File: src/rtl/ula_controle_serial.sv
// Bit-serial ALU with opcode decode: one result bit per cycle, LSB first; pronto 33 cycles after start (1 if invalid).
// No backpressure: inicio is ignored while ocupado, and operands are captured only on the start edge.
module ula_controle_serial (
    input  logic        clock,
    input  logic        reset,
    input  logic        inicio,
    input  logic [1:0]  aluOp,
    input  logic [5:0]  funct,
    input  logic [31:0] entradaA,
    input  logic [31:0] entradaB,
    output logic [0:3]  seletor,
    output logic [31:0] resultado,
    output logic        zero,
    output logic        ocupado,
    output logic        pronto,
    output logic        erro
);
    localparam logic [3:0] OP_AND = 4'd0;
    localparam logic [3:0] OP_OR  = 4'd1;
    localparam logic [3:0] OP_ADD = 4'd2;
    localparam logic [3:0] OP_SUB = 4'd3;
    localparam logic [3:0] OP_SLT = 4'd4;
    localparam logic [3:0] OP_NOR = 4'd5;

    typedef enum logic [1:0] {OCIOSO, CALCULA, FINALIZA} estado_t;

    estado_t     estado_q, estado_d;
    logic [3:0]  op_q, op_d;
    logic [31:0] a_q, a_d, b_q, b_d;
    logic [4:0]  cont_q, cont_d;
    logic        carry_q, carry_d;
    logic [31:0] resultado_q, resultado_d;
    logic        zero_q, zero_d;
    logic        pronto_q, pronto_d;
    logic        erro_q, erro_d;

    logic [3:0]  op_dec;
    logic        op_valido;
    logic        a_bit, b_bit, b_eff, soma, carry_out, bit_res;

    always_comb begin
        op_dec    = OP_ADD;
        op_valido = 1'b1;
        case (aluOp)
            2'b00: op_dec = OP_ADD;
            2'b01: op_dec = OP_SUB;
            2'b10: begin
                case (funct)
                    6'b100000: op_dec = OP_ADD;
                    6'b100010: op_dec = OP_SUB;
                    6'b100100: op_dec = OP_AND;
                    6'b100101: op_dec = OP_OR;
                    6'b100111: op_dec = OP_NOR;
                    6'b101010: op_dec = OP_SLT;
                    default:   op_valido = 1'b0;
                endcase
            end
            default: op_valido = 1'b0;
        endcase
    end

    // Subtraction-type ops add ~B with carry-in preloaded to 1.
    always_comb begin
        a_bit     = a_q[cont_q];
        b_bit     = b_q[cont_q];
        b_eff     = ((op_q == OP_SUB) || (op_q == OP_SLT)) ? ~b_bit : b_bit;
        soma      = a_bit ^ b_eff ^ carry_q;
        carry_out = (a_bit & b_eff) | (a_bit & carry_q) | (b_eff & carry_q);
        case (op_q)
            OP_AND:  bit_res = a_bit & b_bit;
            OP_OR:   bit_res = a_bit | b_bit;
            OP_NOR:  bit_res = ~(a_bit | b_bit);
            default: bit_res = soma;
        endcase
    end

    always_comb begin
        estado_d    = estado_q;
        op_d        = op_q;
        a_d         = a_q;
        b_d         = b_q;
        cont_d      = cont_q;
        carry_d     = carry_q;
        resultado_d = resultado_q;
        zero_d      = 1'b0;
        pronto_d    = 1'b0;
        erro_d      = erro_q;
        case (estado_q)
            OCIOSO: begin
                if (inicio) begin
                    if (op_valido) begin
                        a_d      = entradaA;
                        b_d      = entradaB;
                        op_d     = op_dec;
                        cont_d   = 5'd0;
                        carry_d  = (op_dec == OP_SUB) || (op_dec == OP_SLT);
                        erro_d   = 1'b0;
                        estado_d = CALCULA;
                    end else begin
                        op_d        = OP_AND;
                        erro_d      = 1'b1;
                        resultado_d = 32'd0;
                        estado_d    = FINALIZA;
                    end
                end
            end
            CALCULA: begin
                resultado_d[cont_q] = bit_res;
                carry_d             = carry_out;
                cont_d              = cont_q + 5'd1;
                if (cont_q == 5'd31) begin
                    estado_d = FINALIZA;
                    // Signed less-than: sign of A-B corrected by overflow at bit 31.
                    if (op_q == OP_SLT)
                        resultado_d = {31'd0, soma ^ (carry_q ^ carry_out)};
                end
            end
            FINALIZA: begin
                pronto_d = 1'b1;
                zero_d   = (resultado_q == 32'd0);
                estado_d = OCIOSO;
            end
            default: estado_d = OCIOSO;
        endcase
    end

    always_ff @(posedge clock) begin
        if (reset) begin
            estado_q    <= OCIOSO;
            op_q        <= OP_AND;
            a_q         <= 32'd0;
            b_q         <= 32'd0;
            cont_q      <= 5'd0;
            carry_q     <= 1'b0;
            resultado_q <= 32'd0;
            zero_q      <= 1'b0;
            pronto_q    <= 1'b0;
            erro_q      <= 1'b0;
        end else begin
            estado_q    <= estado_d;
            op_q        <= op_d;
            a_q         <= a_d;
            b_q         <= b_d;
            cont_q      <= cont_d;
            carry_q     <= carry_d;
            resultado_q <= resultado_d;
            zero_q      <= zero_d;
            pronto_q    <= pronto_d;
            erro_q      <= erro_d;
        end
    end

    assign ocupado   = (estado_q != OCIOSO);
    assign seletor   = ocupado ? op_q : 4'd0;
    assign resultado = resultado_q;
    assign zero      = zero_q;
    assign pronto    = pronto_q;
    assign erro      = erro_q;
endmodule

File: config.mk
export PLATFORM = sky130hd
export DESIGN_NAME = ula_controle_serial
export DESIGN_NICKNAME = d
export VERILOG_FILES = /design/src/rtl/ula_controle_serial.sv
export SDC_FILE = /design/constraint.sdc
export NUM_CORES = 1
export LEC_CHECK = 0
export BUFFER_PORTS_ARGS = -buffer_cell sky130_fd_sc_hd__buf_2
export CORE_ASPECT_RATIO = 0.6
export CORE_MARGIN = 2
export CORE_UTILIZATION = 47
export DETAILED_ROUTE_END_ITERATION = 16
export PLACE_DENSITY = 0.79
export SLEW_MARGIN = 20
export SYNTH_ARGS = -nofsm -noshare
export SYNTH_HDL_FRONTEND = slang
export SYNTH_SLANG_ARGS = --single-unit
File: constraint.sdc
create_clock -name clock -period 3.4 [get_ports clock]
set_input_delay 0.34 -clock clock [delete_from_list [all_inputs] [get_ports clock]]
set_output_delay 0.34 -clock clock [all_outputs]
set_load 0.005 [all_outputs]
==> run metrics, run 1 <==
Root Buffer clkbuf_16; Syn Area/Cell 8.09 um^2; combinational fraction of design power 0.115; final setup violation count 0; mux cell area share after synthesis 0.0587; # diodes 0; register share of total power 0.498; measured slew at the worst slew-check pin 0.909 ns; Max VDD drop 0.212 mV; Initial Util 0.490; nature of the critical path startpoint register; pwr/cell area 423 mW/mm^2; switching share of total power 0.260; share of the synthesized area in the top cell type 0.390; GRT overflow 0; cell count after synthesis 698; final net count 862; initial antenna violation count 0; Clk Latency, worst-skew pair 0.35 ns; Slew Viols, Final 0; HP Class in -> reg; largest net degree at the start of global routing 81; critical path required time 3.64 ns; layout cells sized above 1 0.222; Post-synth EDFFs 0; max-cap viol count 0; clock share of power 0.387; sequential share of the synthesized area 0.390; core area 0.0115 mm^2; vias in the first global route 4674; largest family of logic cells by synthesized area simple AND/OR/NAND/NOR gates; Fin Clk Skew 0.00922 ns; dominant cell type by area after synthesis dfxtp_1; CP peak stage delay 0.48 ns; Synth Area in Adders 0.0290; Clk pin slew, worst setup/hold paths 0.07 ns; pre-CTS setup slack 0.123 ns; Worst R2R Path Depth 12; FP Rows 30; drt first pass iters 5; CP endpoint kind register; Synth Flop Type dfxtp_1; FMAX 309 MHz; routed wire length 15200 um; synth top area cells dfxtp_1 39%, a21oi_1 12%, nand2_1 9.3%, mux2i_1 5.7%, nand4_1 3.8%; DIE AREA 0.0129 mm^2; CTS tree yes; Synth Register Bits 110; Distinct cells, synth 61; Post-synth ARST share 0; Wirelength per Cell 16.1 um; syn nets 784; Worst slew margin 0.389; crit path cell chain buf_4, mux2i_2, o221ai_1, a22oi_1, nand3_2, xor2_2, fa_1, o21bai_1, o31ai_2, a21o_2, a41oi_1, o21ai_1; Yosys warning count 0; Clock Sinks 110; Hold-fix buffers, CTS 0; Final GP Congestion 0.938; FILL cells 1099; first-pass GRT wire length 24200 um; post-DP HPWL 10200 um; Critical Path Fanout Max 11; status finished clean; critical path class reg -> reg; CTS Buf Count 9; first-iteration detailed-routing DRC count 503; post-synthesis simple-gate area fraction 0.218; setup TNS 0 ns; IO Pins 115; Cell Int Power 2.01 mW; clk buf depth 2; XOR/XNOR Fraction of Synth Area 0.00465; worst path arrival time 3.47 ns; complex-gate fraction of the synthesized area 0.206; width of the die 146 um; H-tree lvl count 3; GRT Overall Usage 0.231; via count 5319; PortBufs 113; final instance area 0.00644 mm^2; Crit-path slowest cell fa_1; Die Ht 88.9 um; placed cell areas 0.00609 mm^2; Via density 5.66; Lkg Pwr 2.44 nW; PnR worst setup slack 0.167 ns; DRC viols 0; Layout area overhead 14.1%; Mapped Area 0.00565 mm^2; Final Cycle Share 0.951; Psw 709 uW; post-route ant nets 0; final hold violations 0; fin crit period 3.23 ns; Hold Path Cell Cnt 3
==> cell families after synthesis <==
| logic type | Yosys count |
|---|---|
| simple gates | 256 |
| compound gates | 206 |
| flops | 110 |
| buf+inv | 77 |
| mux | 33 |
| fa+ha+maj | 12 |
| xor+xnor | 3 |
| other cells | 1 |
==> worst paths after layout <==
path                          endpoint  slack (ns)                   start
max          resultado[0]$_SDFFE_PP0P_        0.17  cont_q[1]$_SDFFE_PP0P_
min               b_q[21]$_SDFFE_PP0P_        0.22            entradaB[21]
max reg2reg  resultado[0]$_SDFFE_PP0P_        0.17  cont_q[1]$_SDFFE_PP0P_
min reg2reg       b_q[11]$_SDFFE_PP0P_        0.46    b_q[11]$_SDFFE_PP0P_
==> registers in the layout, summed over array words and instances (netlist names) <==
signal     cells
cont_q         5
op_q           3
a_q           32
pronto         1
carry_q        1
estado_q       2
b_q           32
zero           1
erro           1
resultado     32
==> Yosys cell counts (3+ instances only) <==
cell and n:
nor3b_1 4, nor3_1 12, and3_1 6, buf_6 7, clkbuf_1 23, inv_1 13
nand2_1 140, nand3_1 7, a21oi_1 135, nand2b_1 3, buf_1 6, nor2b_1 7
nand3b_1 7, ha_1 9, nor2_1 14, nand4_1 34, o21ai_0 37, or3b_2 4
nor4_1 8, a22oi_1 3, mux2i_1 32, dfxtp_1 110, o32ai_1 3, buf_2 9
clkbuf_8 12, o221ai_1 10
==> power by group through the flow <==
stage	logic, mW	clock network, mW	registers, mW
global placement	0.301	0	1.38
floorplan	0.214	0	1.38
finish	0.313	1.05	1.36
global route	0.349	1.10	1.36
detailed placement	0.304	0	1.38
CTS	0.305	1.06	1.35
==> what timing repair did <==
item / 4_1_cts / 5_1_grt
endpoints found under the setup margin: 0 / 32
endpoints found under the hold margin: 0 / 0
setup buffers: 0 / 0
gates resized for setup: 0 / 12
==> critical path: cells and delay by family (launching register included) <==
kind,cells,cell delay [ns]
AO/OA/AOI/OAI,7,1.33
adder cells (fa/ha/maj),1,0.48
flip-flops,1,0.36
multiplexers,1,0.30
buffers and inverters,1,0.25
XOR/XNOR,1,0.21
AND/OR/NAND/NOR,1,0.19
==> layer usage <==
layer | vias up | global-route usage | routed length (um)
met1 | 2452 | 0.366 | 7880
met4 | 0 | 0.0455 | 132
met5 | - | 0 | 0
li1 | 2621 | - | -
met3 | 15 | 0.0520 | 1260
met2 | 231 | 0.315 | 5880
==> through the flow <==
stage          hold slack (ns)  utilization  std cells  total power [mW]
2_1_floorplan            0.436            -        698              1.59
6_report                 0.221        0.559        940              2.72
4_1_cts                  0.217        0.554        938              2.72
3_5_place_dp             0.446        0.529        923              1.69
5_1_grt                  0.226        0.559        940              2.81
3_3_place_gp             0.442        0.529        923              1.68
==> cells in the final DEF (no fill, tap or decap), types with 8 or more instances in the layout <==
master,count
a21oi_1,135
buf_2,112
buf_4,15
clkbuf_16,9
dfxtp_1,105
ha_1,9
inv_1,12
mux2i_1,29
nand2_1,140
nand4_1,34
nor2_1,13
nor3_1,12
nor4_1,8
o21ai_0,37
o221ai_1,10
==> area by class of cell <==
| class | count | area (um^2) | share of cell area |
|---|---|---|---|
| multi-input cells | 513 | 2980 | 0.462 |
| flip-flops and latches | 110 | 2210 | 0.343 |
| repair buffers | 129 | 713 | 0.111 |
| clock buffers | 10 | 229 | 0.0355 |
| well taps | 160 | 200 | 0.0311 |
| clock inverters | 5 | 60.1 | 0.00932 |
| inverters | 13 | 52.6 | 0.00816 |
No activity file was read; power rests on OpenSTA's default activity.
==> run 2, diff against run 1 <==
==> constraint.sdc (replaced) <==
create_clock -name clock -period 4.2 [get_ports clock]
set_input_delay 0.42 -clock clock [delete_from_list [all_inputs] [get_ports clock]]
set_output_delay 0.42 -clock clock [all_outputs]
set_load 0.005 [all_outputs]
==> run metrics, run 2 (same netlist as run 1, synthesis figures left out) <==
largest net degree at the start of global routing 72; R2R setup slack 0.73 ns; Clock Sinks 110; pwr/cell area 352 mW/mm^2; DIE AREA 0.0129 mm^2; H-tree lvl count 3; IO Pins 115; measured slew at the worst slew-check pin 0.993 ns; max-cap viol count 0; leading cell type in the layout, fill and taps excluded nand2_1; Layout Utilization 0.550; FP Rows 30; post-route ant nets 0; Worst R2R Path Depth 11; Crit-path slowest cell dfxtp_2; Initial Util 0.490; CP endpoint kind register; Lkg Pwr 2.38 nW; routed wire length 14700 um; critical path required time 4.43 ns; met1 WL 7540 um; hold_sp entradaB[30]; final setup violation count 0; FILL cells 1098; clk buf depth 2; post_cts resized 0; Clk pin slew, worst setup/hold paths 0.07 ns; overall power 2.23 mW; first-iteration detailed-routing DRC count 623; Fin Clk Skew 0.00969 ns; Top delay family on crit path compound AO/OA/AOI/OAI gates; first-pass GRT wire length 23300 um; PnR worst setup slack 0.726 ns; Top Metal Used met4; CTS tree yes; Hold-fix buffers, CTS 0; final net count 854; PortBufs 113; RSZ-0062 raised after global routing no; setup TNS 0 ns; HP Class in -> reg; Setup crit start cont_q[1]$_SDFFE_PP0P_; initial antenna violation count 0; post-DP HPWL 10300 um; Post-Place Cells 916; FMAX 288 MHz; vias in the first global route 4541; commonest cells after routing, fill and taps aside 140 x nand2_1, 135 x a21oi_1, 112 x buf_2; final instance area 0.00634 mm^2; Layout area overhead 12.2%; Clk Latency, worst-skew pair 0.35 ns; worst hold slack 0.298 ns; Via density 5.59; fin crit period 3.47 ns; nature of the critical path startpoint register; met3 wire len 1400 um; most frequent CP cell o21ai_1; Hold Path Cell Cnt 3; final hold violations 0; via count 5207; Wirelength per Cell 15.7 um; drt first pass iters 5; Max VDD drop 0.192 mV; Final Cycle Share 0.827; GRT overflow 0; FF-to-FF End resultado[0]$_SDFFE_PP0P_; worst path arrival time 3.71 ns; final cell count without fillers 932; Slew Viols, Final 0; crit path buf inv count 1; number of setup buffers added after CTS 0; # diodes 0; GRT Overall Usage 0.225; core area 0.0115 mm^2; Die Ht 88.9 um; CP peak stage delay 0.74 ns; DRC viols 0; crit path cell chain buf_4, mux2i_1, o221ai_1, o21ai_1, o2111ai_2, fa_1, o21bai_1, o31ai_1, a21o_4, a41oi_1, o21ai_1; width of the die 146 um; CTS Buf Count 9; layout cells sized above 1 0.201; Met2 Wirelength 5610 um; status finished clean; Root Buffer clkbuf_16; Critical Path Fanout Max 32; R2R Path Start cont_q[1]$_SDFFE_PP0P_; placed cell areas 0.00601 mm^2; pre-CTS setup slack 0.743 ns; Hold Path End b_q[30]$_SDFFE_PP0P_; critical path class reg -> reg; Final GP Congestion 0.884; Worst slew margin 0.338
## run 2: cell count changes in the layout (fill, tap and decap cells not counted), moves of 2 or more
cell	previous run	this run
mux2i_2	3	0
buf_4	15	10
mux2i_1	29	32
dfxtp_2	5	1
clkinvlp_4	2	0
buf_12	2	0
dfxtp_1	105	109
## run 2: cell type report
class / instances / area (um^2) / share of cell area
Sequential cell: 110 / 2200 / 0.348
Clock buffer: 10 / 239 / 0.0377
Multi-Input combinational cell: 511 / 2930 / 0.462
Inverter: 13 / 48.8 / 0.00770
Timing Repair Buffer: 123 / 651 / 0.103
Tap cell: 160 / 200 / 0.0316
Clock inverter: 5 / 67.6 / 0.0107
## run 2: layer usage
metal / GRT usage / vias to the layer above
met1: 0.354 / 2362
li1: - / 2597
met3: 0.0602 / 12
met2: 0.302 / 236
met4: 0.0419 / 0
met5: 0 / -
## run 2: power breakdown
group	switching [mW]	internal, mW	leakage [nW]
clock	0.402	0.485	0.151
sequential	0.0256	1.08	0.892
combinational	0.155	0.0880	1.34
total	0.583	1.65	2.38
## run 2: how the worst max path moves through the flow
stage                                 endpoint  slack, ns  depth (start not counted)
floorplan            resultado[1]$_SDFFE_PP0P_       1.43                         13
global placement    resultado[23]$_SDFFE_PP0P_       0.84                         11
detailed placement   resultado[0]$_SDFFE_PP0P_       0.74                         11
CTS                  resultado[0]$_SDFFE_PP0P_       0.73                         11
global route         resultado[5]$_SDFFE_PP0P_       0.49                         11
finish               resultado[0]$_SDFFE_PP0P_       0.73                         11
## run 2: worst register-to-register path, delay by kind of cell (launching register included)
family / cells / cell delay [ns]
AO/OA/AOI/OAI: 8 / 1.39
adder cells (fa/ha/maj): 1 / 0.54
buffers and inverters: 1 / 0.38
flip-flops: 1 / 0.74
multiplexers: 1 / 0.32
